### config.mk
export PLATFORM = sky130hd
export DESIGN_NAME = rr_arbiter4x16_flat
export DESIGN_NICKNAME = d
export VERILOG_FILES = /design/src/rtl/rr_arbiter4x16_pkg.sv /design/src/rtl/rr_arbiter4x16_if.sv /design/src/rtl/rr_arbiter4x16_mux.sv /design/src/rtl/rr_arbiter4x16.sv /design/src/flat_wrapper.sv
export SDC_FILE = /design/constraint.sdc
export NUM_CORES = 1
export LEC_CHECK = 0
export ABC_AREA = 1
export ABC_CLOCK_PERIOD_IN_PS = 1710
export BUFFER_PORTS_ARGS = -buffer_cell sky130_fd_sc_hd__buf_2
export CAP_MARGIN = 20
export CORE_MARGIN = 2
export CORE_UTILIZATION = 41
export DETAILED_ROUTE_END_ITERATION = 12
export PLACE_DENSITY_LB_ADDON = 0.08
export SYNTH_ARGS = -nofsm -noshare
export SYNTH_HDL_FRONTEND = slang
export SYNTH_SLANG_ARGS = --single-unit
### constraint.sdc
create_clock -name clk -period 1.71 [get_ports clk]
set_clock_uncertainty 0.05 [all_clocks]
set_input_delay 0.4275 -clock clk [delete_from_list [all_inputs] [get_ports clk]]
set_output_delay 0.4275 -clock clk [all_outputs]
set_load 0.05 [all_outputs]
### src/rtl/rr_arbiter4x16_pkg.sv
// Shared constants and the round-robin pick function for rr_arbiter4x16.
package rr_arbiter4x16_pkg;
    localparam int NREQ = 4;
    localparam int DW   = 16;

    localparam logic [0:0] ARB_IDLE = 1'b0;
    localparam logic [0:0] ARB_OWN  = 1'b1;

    // First set bit of req searching upward from ptr, modulo NREQ.
    // Walks the offsets from high to low so the nearest set bit is written last.
    function automatic logic [1:0] rr_winner(input logic [NREQ-1:0] req, input logic [1:0] ptr);
        logic [1:0] idx;
        rr_winner = ptr;
        for (int k = NREQ - 1; k >= 0; k--) begin
            idx = ptr + 2'(k);
            if (req[idx]) rr_winner = idx;
        end
    endfunction
endpackage

### src/rtl/rr_arbiter4x16_if.sv
// Requester-side bus of the 4x16 round-robin arbiter.
interface rr_arbiter4x16_if;
    import rr_arbiter4x16_pkg::*;
    logic [NREQ-1:0] req;
    logic [DW-1:0]   i0, i1, i2, i3;
    logic [NREQ-1:0] gnt;
    logic [1:0]      sel;
    logic [DW-1:0]   out;
    logic            valid;

    modport master (output req, i0, i1, i2, i3, input gnt, sel, out, valid);
    modport slave  (input req, i0, i1, i2, i3, output gnt, sel, out, valid);
endinterface

### src/rtl/rr_arbiter4x16_mux.sv
// Unmasked 4-way data steering; the caller applies any valid gating.
module mux4way16
    import rr_arbiter4x16_pkg::*;
(
    input  logic [1:0]               sel,
    input  logic [NREQ-1:0][DW-1:0]  d,
    output logic [DW-1:0]            y
);
    assign y = d[sel];
endmodule

### src/rtl/rr_arbiter4x16.sv
// Round-robin arbiter for four 16-bit requesters with registered one-hot grant.
// Define RR_ARBITER_TIMEOUT_EN to compile in the MAX_HOLD forced rotation.
module rr_arbiter4x16
    import rr_arbiter4x16_pkg::*;
#(
    parameter int MAX_HOLD = 8
) (
    input  logic           clk,
    input  logic           reset,
    rr_arbiter4x16_if.slave bus
);
    if (MAX_HOLD < 1 || MAX_HOLD > 255) begin : g_bad_hold
        $error("MAX_HOLD must be in 1..255");
    end

    logic [0:0]      state;
    logic [NREQ-1:0] gnt_q;
    logic [1:0]      sel_q;
    logic [1:0]      ptr;
    logic [NREQ-1:0] others;
    logic [1:0]      win;
    logic            grant_en;
    logic            drop;
    logic [DW-1:0]   mux_y;

`ifdef RR_ARBITER_TIMEOUT_EN
    localparam logic [7:0] HOLD_LAST = 8'(MAX_HOLD - 1);
    logic [7:0] cnt;
`endif

    // The owner is masked out, so the same pick serves idle grant, release and timeout.
    assign others = bus.req & ~gnt_q;
    assign win    = rr_winner(others, ptr);

    always_comb begin
        grant_en = 1'b0;
        drop     = 1'b0;
        if (state == ARB_IDLE) begin
            grant_en = |bus.req;
        end else if (!bus.req[sel_q]) begin
            grant_en = |others;
            drop     = ~|others;
        end
`ifdef RR_ARBITER_TIMEOUT_EN
        else if (cnt == HOLD_LAST) begin
            grant_en = |others;
        end
`endif
    end

    always_ff @(posedge clk) begin
        if (reset) begin
            state <= ARB_IDLE;
            gnt_q <= '0;
            sel_q <= '0;
            ptr   <= '0;
`ifdef RR_ARBITER_TIMEOUT_EN
            cnt   <= '0;
`endif
        end else if (grant_en) begin
            state <= ARB_OWN;
            gnt_q <= {{(NREQ-1){1'b0}}, 1'b1} << win;
            sel_q <= win;
            ptr   <= win + 2'd1;
`ifdef RR_ARBITER_TIMEOUT_EN
            cnt   <= '0;
`endif
        end else if (drop) begin
            // sel keeps the last owner while idle
            state <= ARB_IDLE;
            gnt_q <= '0;
        end
`ifdef RR_ARBITER_TIMEOUT_EN
        else if (state == ARB_OWN && cnt != HOLD_LAST) begin
            cnt <= cnt + 8'd1;
        end
`endif
    end

    mux4way16 u_mux (
        .sel (sel_q),
        .d   ({bus.i3, bus.i2, bus.i1, bus.i0}),
        .y   (mux_y)
    );

    assign bus.gnt   = gnt_q;
    assign bus.sel   = sel_q;
    assign bus.valid = |gnt_q;
    assign bus.out   = mux_y & {DW{|gnt_q}};
endmodule

### src/flat_wrapper.sv
// flat-port wrapper written by rule: the top's interface ports become plain ports
module rr_arbiter4x16_flat import rr_arbiter4x16_pkg::*;
#(
    parameter int MAX_HOLD = 8
)
  (clk, reset, bus_req, bus_i0, bus_i1, bus_i2, bus_i3, bus_gnt, bus_sel, bus_out, bus_valid);
  rr_arbiter4x16_if bus_i ();
  input  logic clk;
  input  logic reset;
  input wire logic [$bits(bus_i.req)-1:0] bus_req;
  input wire logic [$bits(bus_i.i0)-1:0] bus_i0;
  input wire logic [$bits(bus_i.i1)-1:0] bus_i1;
  input wire logic [$bits(bus_i.i2)-1:0] bus_i2;
  input wire logic [$bits(bus_i.i3)-1:0] bus_i3;
  output wire logic [$bits(bus_i.gnt)-1:0] bus_gnt;
  output wire logic [$bits(bus_i.sel)-1:0] bus_sel;
  output wire logic [$bits(bus_i.out)-1:0] bus_out;
  output wire logic [$bits(bus_i.valid)-1:0] bus_valid;
  assign bus_i.req = bus_req;
  assign bus_i.i0 = bus_i0;
  assign bus_i.i1 = bus_i1;
  assign bus_i.i2 = bus_i2;
  assign bus_i.i3 = bus_i3;
  assign bus_gnt = bus_i.gnt;
  assign bus_sel = bus_i.sel;
  assign bus_out = bus_i.out;
  assign bus_valid = bus_i.valid;
  rr_arbiter4x16 #(.MAX_HOLD(MAX_HOLD)) u_core (.clk(clk), .reset(reset), .bus(bus_i));
endmodule
* After elaboration in Yosys (flattened, before gate mapping) *
Cells that the tools add are included.

storage, ports and cells
  register bits = 9
  input port bits = 70
  output and inout port bits = 23
  logic and storage cells = 46

cells by class
  shifts and indexed selects = 1
  $lt $le $gt $ge = 5
  muxes and demuxes = 24
  reduce and logical (&&, ||, !) cells = 5
  bitwise operators = 3
  $add $sub $neg = 4

operators by type and width
  kind                   number
  $bmux W16 S2           1
  $and A16 B16 Y16       1
  $mux W16               1
  $lt A2 B3 Y1 const B   5
  $reduce_or A4 Y1       3
  $mux W1                11
  $bmux W1 S2            5
  $mux W2                4
  $mux W4                2
  $add A2 B1 Y2 const B  2
  $add A2 B2 Y2 const B  2
  $and A4 B4 Y4          1
  $not A4 Y4             1
  $shl A1 B2 Y4 const A  1
  $reduce_bool A2 Y1     1
  $logic_not A1 Y1       1

* Longest topological paths before layout *
Gate-level depths: netlist (run 1).

  word-level depth = 10
  mapped depth = 16
  gate-level depth less buffers = 15

* By module *
A second synthesis (run 1) with hierarchy kept.

unflattened totals
  cell total of the unflattened synthesis = 337
  area, all modules = 1615.3 um2

by module, submodules not included
  module          seq. area each (um2)  cells each  area each (um2)  times used
  rr_arbiter4x16  180.2                 149         809.5            1
  mux4way16       0.0                   188         805.8            1

* Worst setup path after synthesis (run 1) *
Ideal clock, no wire load.

  kind = flip-flop to output port
  start = reg u_core.sel_q[0] (netlist: u_core.bus.sel[0])
  end = out bus_out[10]
  arrival time = 2146 ps
  slack = -913 ps
  data required time = 1232 ps
  path buffers = 2
  stages on the path, launching flop included = 7
  cell sequence = dfxtp_1 buf_4 clkbuf_1 nor2_1 nor2_1 o21ai_0 a21oi_1

between the ends
  cells in the longest elaborated chain, start to end = 3

RTL lines
  element                         line                     text
  from (decl)                     rr_arbiter4x16.sv:18     logic [1:0] sel_q;
  from (signal assigned)          rr_arbiter4x16.sv:63     sel_q <= win;
  $bmux W16 S2                    rr_arbiter4x16_mux.sv:9  assign y = d[sel];
  $mux W16 (implied by the code)  rr_arbiter4x16_mux.sv:9
  $and A16 B16 Y16                rr_arbiter4x16.sv:89     assign bus.out = mux_y & {DW{|gnt_q}};
  to (decl)                       flat_wrapper.sv:17       output wire logic [$bits(bus_i.out)-1:0] bus_out;

Every way passes these cells. The select of a mux whose other input is x is not followed.

* Worst setup path in the final report (run 1) *
  start = reg u_core.sel_q[0] (netlist: u_core.bus.sel[0])
  end = out bus_out[11]

The elaborated chain is that of the path after synthesis.

==> flow_summary.yaml, run 1 <==
layout:
  final_area_sq_mm: 0.002371
  areaGrowthSynthToFinish_pct: 83.27
  fill_cells: 235
  n_antenna_cell: 0
  layout.nets: 414
  drive_gt1_frac: 0.5277
yosys:
  synth.avg_cell_area_sq_um: 5.346
  syn-num-nets: 312
  ys.flop_type: "dfxtp_1"
  synth-seq-cells: 9
  synth.area.top_cells: "nor2_1 (19%), dfxtp_1 (14%), o21ai_0 (12%), nand2_1 (10%), a21oi_1 (7.7%)"
  synth_largest_area_cell: "nor2_1"
  synthesis.area_sq_mm: 0.001294
  yosys_warnings: 0
  syn_inst: 242
  synth_most_common_cell: "nor2_1"
  synth.distinct_cells: 27
  synth_edf_count: 0
  synth.top_cells.by_count: "nor2_1 (65), nand2_1 (36), o21ai_0 (30)"
  async_reset_ff_frac: 0
  synth_top_area_share: 0.1886
  ys_seq_area_frac: 0.1393
setup_path:
  startpoint_type: "flip-flop"
  cp-end-kind: "primary output"
  crit_arrival_ns: 1.48
  crit_type: "flip-flop to primary output"
  crit_required_ns: 1.23
  cp_max_fo: 12
drt:
  first_pass_iters: 4
  vias_per_cell: 5.013
  wl_mm: 4.728
  wl_met2_mm: 2.342
  topRoutingLayerUsed: "met4"
  wl_met1_mm: 2.032
  drc_errors: 0
  wl_per_cell_microns: 12.22
  wl_met3_microns: 294
  postRouteAntennaNets: 0
  drtIter0Drc: 68
  vias: 1940
power:
  pwr-share-comb: 0.885
  power_switching_uw: 3316
  powerDensity_mw_per_mm2: 2389
  p_leak_uw: 0.001170
  pwr-share-clk: 0.029
  seq_power_share: 0.087
  power.internal_uw: 2349
  ir_drop_mv: 1.880
  p_sw_frac: 0.5853
global_route:
  grt_overflow: 0
  grt_usage: 0.2491
  grt_max_degree: 34
  antenna_found_initial: 0
  grt_pass1_wl_mm: 7.058
  grt_pass1_vias: 1726
sta:
  setup_viol: 22
  fmax_ghz: 0.5100
  drv_slew: 0
  tightest_slew_ns: 0.3489
  finalWorstSetupSlack_ns: -0.2508
  layout_min_cycle_time_ns: 1.961
  fin_crit_sh: 1.147
  relSlewSlack: 0.7671
  final_hold_viol_count: 0
  fin_setup_tns_ns: -3.379
  rsz0062_at_grt: "true"
floorplan:
  die_w_microns: 60.18
  initial_core_util: 0.4273
  num_rows: 20
  dieArea_sq_mm: 0.003621
  dieHeight_microns: 60.18
  core_sq_mm: 0.003028
  pin_count: 93
run_status:
  violations: "setup timing"
  status: "complete, but fails checks"
placed_design:
  post_dp_cell_area_sq_mm: 0.002081
  io_buffers: 92
  place.gp.congestion: 0.8324
  place_hpwl_mm: 3.241
clock_tree:
  cts.sinks: 9
  clkTransAtPathRegs_ns: 0.06
  cts_hold_buf: 0
  cts_tree: "built"
  htreeDepth: 1
  cts_root_buffer: "clkbuf_4"
  cts-buffers-inserted: 3
  clockBufferDepth: 2
  insertion_delay_ns: 0.25
run:
  cap_violations: 0
hold_path:
  hold_class: "input port to flip-flop"
-- cells by family after synthesis --
family | share of synthesized area
AND/OR/NAND/NOR | 0.4429
AO/OA/AOI/OAI | 0.2602
buffers and inverters | 0.1383
flip-flops | 0.1393
XOR/XNOR | 0.01935
-- stage by stage --
stage          worst slack (ns)  power (uW)  instances  utilization  hold slack [ns]
3_3_place_gp            -0.1179        4562        379       0.6872           0.4472
5_1_grt                 -0.3431        6000        387       0.7831           0.3567
4_1_cts                 -0.2068        5465        385       0.7525           0.3482
6_report                -0.2508        5665        387       0.7831           0.3545
3_5_place_dp            -0.1417        4595        379       0.6872           0.4533
2_1_floorplan           -0.6185        3755        242            -           0.4308
-- power by group through the flow --
| stage | logic, uW | registers [uW] | clock network, uW |
|---|---|---|---|
| 6_report | 5010 | 491 | 162 |
| 5_1_grt | 5320 | 506 | 177 |
| 4_1_cts | 4820 | 479 | 167 |
| 3_5_place_dp | 4120 | 473 | 0 |
| 3_3_place_gp | 4100 | 467 | 0 |
| 2_1_floorplan | 3200 | 554 | 0 |
-- registers in the layout (all words and copies together), names as in the netlist --
register,flops
u_core.bus.gnt,4
u_core.state,1
u_core.ptr,2
u_core.bus.sel,2
-- worst paths after layout --
path,start,endpoint,slack (ns),cells after the start
max,u_core.bus.sel[0]$_SDFFE_PP0P_,bus_out[11],-0.25,6
min,reset,u_core.bus.gnt[3]$_SDFFE_PP0P_,0.35,2
max reg2reg,u_core.bus.sel[0]$_SDFFE_PP0P_,u_core.ptr[0]$_SDFFE_PP0P_,-0.05,10
min reg2reg,u_core.bus.gnt[2]$_SDFFE_PP0P_,u_core.bus.gnt[2]$_SDFFE_PP0P_,0.47,2
-- cell type report --
class,count,area [sq um],area share
inverter,28,118.9,0.05013
tap,44,55.05,0.02322
sequential,9,198.9,0.08391
multi-input combinational,192,1169,0.4929
timing repair buffer,110,803.3,0.3388
clock buffer,4,26.28,0.01108
-- cells in the final DEF, fill, tap and decap left out, types with 2 or more instances in the layout --
cell type / count
o21ai_2: 10
inv_1: 19
buf_12: 3
nand2_1: 36
buf_4: 8
nand3_2: 5
a21oi_2: 3
a21oi_1: 4
dfxtp_1: 2
o21ai_1: 23
nand3_1: 8
clkbuf_4: 3
buf_8: 2
a21oi_4: 16
o21ai_0: 2
inv_4: 2
nand2_4: 2
dfxtp_4: 4
nor2_1: 62
inv_2: 5
nand2_2: 9
buf_6: 20
buf_2: 75
dfxtp_2: 3
nor2_2: 4
-- critical path: stages (launching register included) --
cell and delay [ns]:
dfxtp_4 0.43, buf_12 0.15, nor2_1 0.05, nor2_1 0.13, o21ai_1 0.13, a21oi_4 0.17
buf_6 0.17
-- what timing repair did --
item | in CTS | in global routing
setup buffers | 1 | 0
gates cloned | 1 | 2
pin swaps | 1 | 2
gates resized for setup | 56 | 32
setup endpoints to repair | 26 | 25
-- per-layer routing --
| metal | track usage | up-vias |
|---|---|---|
| met5 | 0 | - |
| met4 | 0.05079 | 0 |
| met3 | 0.03896 | 8 |
| met2 | 0.4612 | 81 |
| met1 | 0.2990 | 868 |
| li1 | - | 983 |
(Power assumes the default switching activity.)
==> run 2: changes to the inputs <==
--- a/config.mk
+++ b/config.mk
@@ -9,6 +9,7 @@
 export ABC_CLOCK_PERIOD_IN_PS = 1710
 export BUFFER_PORTS_ARGS = -buffer_cell sky130_fd_sc_hd__buf_2
 export CAP_MARGIN = 20
+export CORE_ASPECT_RATIO = 1.75
 export CORE_MARGIN = 2
 export CORE_UTILIZATION = 41
 export DETAILED_ROUTE_END_ITERATION = 12
==> flow_summary.yaml, run 2 (synthesis gave the netlist of run 1 again) <==
placed_design:
  place_hpwl_mm: 3.508
  post_dp_cell_area_sq_mm: 0.002127
  place.gp.congestion: 0.7998
  io_buffers: 92
setup_path:
  crit_arrival_ns: 1.42
  startpoint_type: "flip-flop"
  critical-path-top-delay-family: "buffers and inverters"
  critPathBufInv: 3
  cp_max_fo: 8
  cp_slowest_cell: "dfxtp_4"
  cp-end-kind: "primary output"
  path_cells: "nor4_4 -> buf_12 -> buf_12 -> a21oi_4 -> buf_6"
  crit_required_ns: 1.23
  path_common_cell: "buf_12"
  crit_type: "flip-flop to primary output"
  slowest_delay_ns: 0.34
floorplan:
  initial_core_util: 0.4208
  dieHeight_microns: 78.31
  dieArea_sq_mm: 0.003639
  pin_count: 93
  num_rows: 27
  die_w_microns: 46.47
  core_sq_mm: 0.003074
sta:
  fin_crit_sh: 1.107
  setup_viol: 17
  final_hold_viol_count: 0
  tightest_slew_ns: 0.3669
  drv_slew: 0
  relSlewSlack: 0.7528
  layout_min_cycle_time_ns: 1.893
  fmax_ghz: 0.5283
  finalWorstSetupSlack_ns: -0.1829
  rsz0062_at_grt: "true"
power:
  ir_drop_mv: 1.662
  p_leak_uw: 0.001213
  powerDensity_mw_per_mm2: 2454
layout:
  layout_common_cells: "buf_2 (75), nor2_1 (64), nand2_1 (33), o21ai_1 (20), buf_6 (20)"
  largest_reg_flops: 4
  drive_gt1_frac: 0.5289
  n_antenna_cell: 0
  final_area_sq_mm: 0.002469
  layout.nets: 417
  fin_util: 0.8030
  final_common_cell: "buf_2"
  areaGrowthSynthToFinish_pct: 90.81
clock_tree:
  insertion_delay_ns: 0.23
  clockBufferDepth: 2
  cts_hold_buf: 0
  htreeDepth: 1
  cts.sinks: 9
  cts_root_buffer: "clkbuf_8"
  cts-buffers-inserted: 3
  cts_tree: "built"
  clkTransAtPathRegs_ns: 0.04
drt:
  postRouteAntennaNets: 0
  wl_per_cell_microns: 12.62
  vias_per_cell: 4.987
  drc_errors: 0
  drtIter0Drc: 28
  first_pass_iters: 4
  vias: 1940
  wl_mm: 4.908
run:
  cap_violations: 0
global_route:
  grt_max_degree: 34
  grt_overflow: 0
  grt_pass1_vias: 1811
  grt_usage: 0.2685
  grt_pass1_wl_mm: 7.493
  antenna_found_initial: 0
run_status:
  violations: "setup timing"
  status: "complete, but fails checks"
hold_path:
  hold_class: "input port to flip-flop"
==> run 2: changes by cell type in the layout (fill, tap and decap cells not counted), sizes merged <==
cell / previous run / this run
buf: 109 / 112
==> run 2: worst paths after layout <==
kind                                                     start                              to  slack [ns]  cells after the start
worst max-delay path            u_core.bus.gnt[1]$_SDFFE_PP0P_                      bus_out[9]       -0.18                      5
worst min-delay path                                     reset  u_core.bus.sel[0]$_SDFFE_PP0P_        0.37                      2
worst min register to register  u_core.bus.gnt[0]$_SDFFE_PP0P_  u_core.bus.gnt[0]$_SDFFE_PP0P_        0.48                      2
worst max register to register  u_core.bus.sel[0]$_SDFFE_PP0P_      u_core.ptr[1]$_SDFFE_PP0P_        0.14                     12
==> run 2: per-stage QoR <==
stage | total power [uW] | setup WS (ns) | instances | hold WS [ns] | TNS (ns)
final | 6059 | -0.1829 | 389 | 0.3686 | -2.822
after global routing | 6415 | -0.2458 | 389 | 0.3637 | -3.807
after CTS | 5858 | -0.2000 | 387 | 0.3677 | -2.969
after detailed placement | 4725 | -0.07034 | 376 | 0.4801 | -0.1573
after global placement | 4677 | -0.02190 | 376 | 0.4695 | -0.03176
after floorplan | 3755 | -0.6185 | 242 | 0.4308 | -6.046
==> run 2: area by class of cell <==
| cell class | instances | area [sq um] |
|---|---|---|
| multi-input combinational | 192 | 1172 |
| timing repair buffer | 113 | 878.3 |
| fill | 237 | 605.6 |
| sequential | 9 | 200.2 |
| inverter | 28 | 118.9 |
| tap | 43 | 53.80 |
| clock buffer | 4 | 45.04 |
==> run 2: worst register-to-register path: stages (launching register included) <==
cell and delay (ns):
dfxtp_4 0.38, inv_2 0.07, buf_12 0.15, nand2_1 0.05, o21ai_1 0.06, a21oi_2 0.17
nand3_2 0.10, nand2_4 0.13, inv_1 0.08, nand2_1 0.07, nand3_2 0.07, nand2_1 0.06
inv_1 0.03
==> run 2: power breakdown <==
| part | total [uW] | internal (uW) | switching, uW | leakage [uW] |
|---|---|---|---|---|
| Clock | 247 | 162 | 84.5 | 0.0000228 |
| Sequential | 437 | 314 | 123 | 0.0000785 |
| Combinational | 5370 | 2190 | 3180 | 0.00111 |
==> run 2: what timing repair did <==
| item | 4_1_cts | 5_1_grt |
|---|---|---|
| setup buffers | 7 | 1 |
| gates cloned | 0 | 1 |
| setup endpoints to repair | 17 | 23 |
| pin swaps | 0 | 8 |
| gates resized for setup | 41 | 29 |
==> run 2: metal layers <==
layer,GRT usage,share of wire,vias up
met5,0,0,-
met4,0.1086,0.035,0
met3,0.02069,0.058,15
met2,0.5194,0.55,72
met1,0.2654,0.36,870
li1,-,-,983
==> run 3: changes to the inputs <==
--- a/config.mk
+++ b/config.mk
@@ -6,12 +6,12 @@
 export NUM_CORES = 1
 export LEC_CHECK = 0
 export ABC_AREA = 1
-export ABC_CLOCK_PERIOD_IN_PS = 1710
+export ABC_CLOCK_PERIOD_IN_PS = 1700
 export BUFFER_PORTS_ARGS = -buffer_cell sky130_fd_sc_hd__buf_2
 export CAP_MARGIN = 20
 export CORE_ASPECT_RATIO = 1.75
 export CORE_MARGIN = 2
-export CORE_UTILIZATION = 41
+export CORE_UTILIZATION = 37
 export DETAILED_ROUTE_END_ITERATION = 12
 export PLACE_DENSITY_LB_ADDON = 0.08
 export SYNTH_ARGS = -nofsm -noshare
==> constraint.sdc (replaced) <==
create_clock -name clk -period 1.7 [get_ports clk]
set_clock_uncertainty 0.05 [all_clocks]
set_input_delay 0.425 -clock clk [delete_from_list [all_inputs] [get_ports clk]]
set_output_delay 0.425 -clock clk [all_outputs]
set_load 0.05 [all_outputs]
==> flow_summary.yaml, run 3 (synthesis gave the netlist of run 1 again) <==
drt:
  wl_mm: 4.883
  wl_per_cell_microns: 12.46
  first_pass_iters: 5
  postRouteAntennaNets: 0
  drtIter0Drc: 35
  vias_per_cell: 4.911
  vias: 1925
  drc_errors: 0
floorplan:
  dieHeight_microns: 82.23
  num_rows: 28
  initial_core_util: 0.3847
  pin_count: 93
  die_w_microns: 48.70
  core_sq_mm: 0.003363
  dieArea_sq_mm: 0.004004
clock_tree:
  clockBufferDepth: 2
  cts_hold_buf: 0
  cts_root_buffer: "clkbuf_8"
  cts-buffers-inserted: 3
  clkTransAtPathRegs_ns: 0.04
  htreeDepth: 1
  cts_tree: "built"
  insertion_delay_ns: 0.25
  cts.sinks: 9
power:
  p_sw_frac: 0.5694
  p_leak_uw: 0.001202
  pwr-share-comb: 0.884
  power_uw: 5940
  ir_drop_mv: 1.661
  pwr-share-clk: 0.045
  power_switching_uw: 3382
  powerDensity_mw_per_mm2: 2450
  power.internal_uw: 2558
  seq_power_share: 0.072
sta:
  relSlewSlack: 0.7651
  fin_worst_hold_slack_ns: 0.3754
  final_hold_viol_count: 0
  finalWorstSetupSlack_ns: -0.2132
  setup_viol: 17
  layout_min_cycle_time_ns: 1.913
  fin_crit_sh: 1.125
  fmax_ghz: 0.5227
  tightest_slew_ns: 0.3486
  rsz0062_at_grt: "true"
  drv_slew: 0
placed_design:
  post_dp_cell_area_sq_mm: 0.002160
  place.gp.congestion: 0.8316
  dp_slack_ns: -0.03183
  io_buffers: 92
  place_hpwl_mm: 3.556
layout:
  drive_gt1_frac: 0.5216
  layout.nets: 418
  largest_reg_flops: 4
  final_common_cell: "buf_2"
  layout_common_cells: "buf_2 (75), nor2_1 (65), nand2_1 (36), o21ai_1 (19), buf_6 (18)"
  final_area_sq_mm: 0.002425
  n_antenna_cell: 0
  fill_cells: 290
  areaGrowthSynthToFinish_pct: 87.43
run_status:
  status: "complete, but fails checks"
  violations: "setup timing"
run:
  cap_violations: 0
setup_path:
  cp_slowest_cell: "dfxtp_4"
  crit_type: "flip-flop to primary output"
  cp_max_fo: 5
  crit_arrival_ns: 1.44
  crit_required_ns: 1.22
  slowest_delay_ns: 0.34
  cp-end-kind: "primary output"
  path_cells: "nor4_4 -> buf_4 -> buf_12 -> clkinvlp_4 -> buf_6"
  startpoint_type: "flip-flop"
global_route:
  grt_pass1_wl_mm: 7.741
  grt_pass1_vias: 1754
  grt_overflow: 0
  grt_max_degree: 25
  grt_usage: 0.2447
  antenna_found_initial: 0
hold_path:
  hold_class: "input port to flip-flop"
==> run 3: cell types whose count changed in the layout (fill, tap and decap cells not counted), moves of 3 or more <==
| cell | before | now |
|---|---|---|
| buf_4 | 7 | 12 |
| o21ai_2 | 1 | 5 |
| buf_12 | 10 | 7 |
| nand2_1 | 33 | 36 |
| o21ai_0 | 14 | 11 |
==> run 3: repair_timing <==
action                     CTS  global route
pin swaps                    1             4
cloned                       2             0
setup buffers                1             3
setup endpoints to repair   17            25
gates resized for setup     35            31
==> run 3: cell type report <==
| type | instances | area [sq um] | share of cell area |
|---|---|---|---|
| inverters | 28 | 113.9 | 0.04696 |
| multi-input cells | 192 | 1151 | 0.4747 |
| flip-flops and latches | 9 | 197.7 | 0.08153 |
| well taps | 45 | 56.30 | 0.02322 |
| clock buffers | 4 | 45.04 | 0.01858 |
| repair buffers | 114 | 860.8 | 0.3550 |
==> run 3: layer usage <==
layer  GRT usage  up-vias  wire length (microns)
met5           0        -                      0
li1            -      987                      -
met2      0.4904       70                   2704
met1      0.2404      857                   1747
met3     0.03777       11                    293
met4      0.1229        0                    138
==> run 3: critical path, delay by kind of cell, from the launching register on <==
family                 cells  cell delay (ns)
AND/OR/NAND/NOR            1             0.28
buffers and inverters      4             0.58
flip-flops                 1             0.34
==> run 3: path summary, 6_finish.rpt <==
check	cells past startpoint	startpoint	end	slack, ns
max reg2reg	12	u_core.bus.sel[0]$_SDFFE_PP0P_	u_core.ptr[1]$_SDFFE_PP0P_	0.01
max	5	u_core.bus.gnt[1]$_SDFFE_PP0P_	bus_valid	-0.21
min reg2reg	2	u_core.bus.gnt[0]$_SDFFE_PP0P_	u_core.bus.gnt[0]$_SDFFE_PP0P_	0.47
min	2	reset	u_core.bus.gnt[3]$_SDFFE_PP0P_	0.38
==> run 3: power by group through the flow <==
stage / Combinational, uW / Clock [uW] / Sequential, uW
after floorplan: 3220 / 0 / 558
after global placement: 4330 / 0 / 424
after detailed placement: 4370 / 0 / 425
after CTS: 5180 / 267 / 423
after global routing: 5580 / 269 / 433
final: 5250 / 265 / 426
==> run 3: metrics by stage <==
stage          TNS (ns)    util  cells
2_1_floorplan    -6.173       -    242
3_3_place_gp          0  0.6421    382
3_5_place_dp   -0.07059  0.6421    382
4_1_cts          -3.798  0.7072    389
5_1_grt          -4.173  0.7210    392
6_report         -3.190  0.7210    392
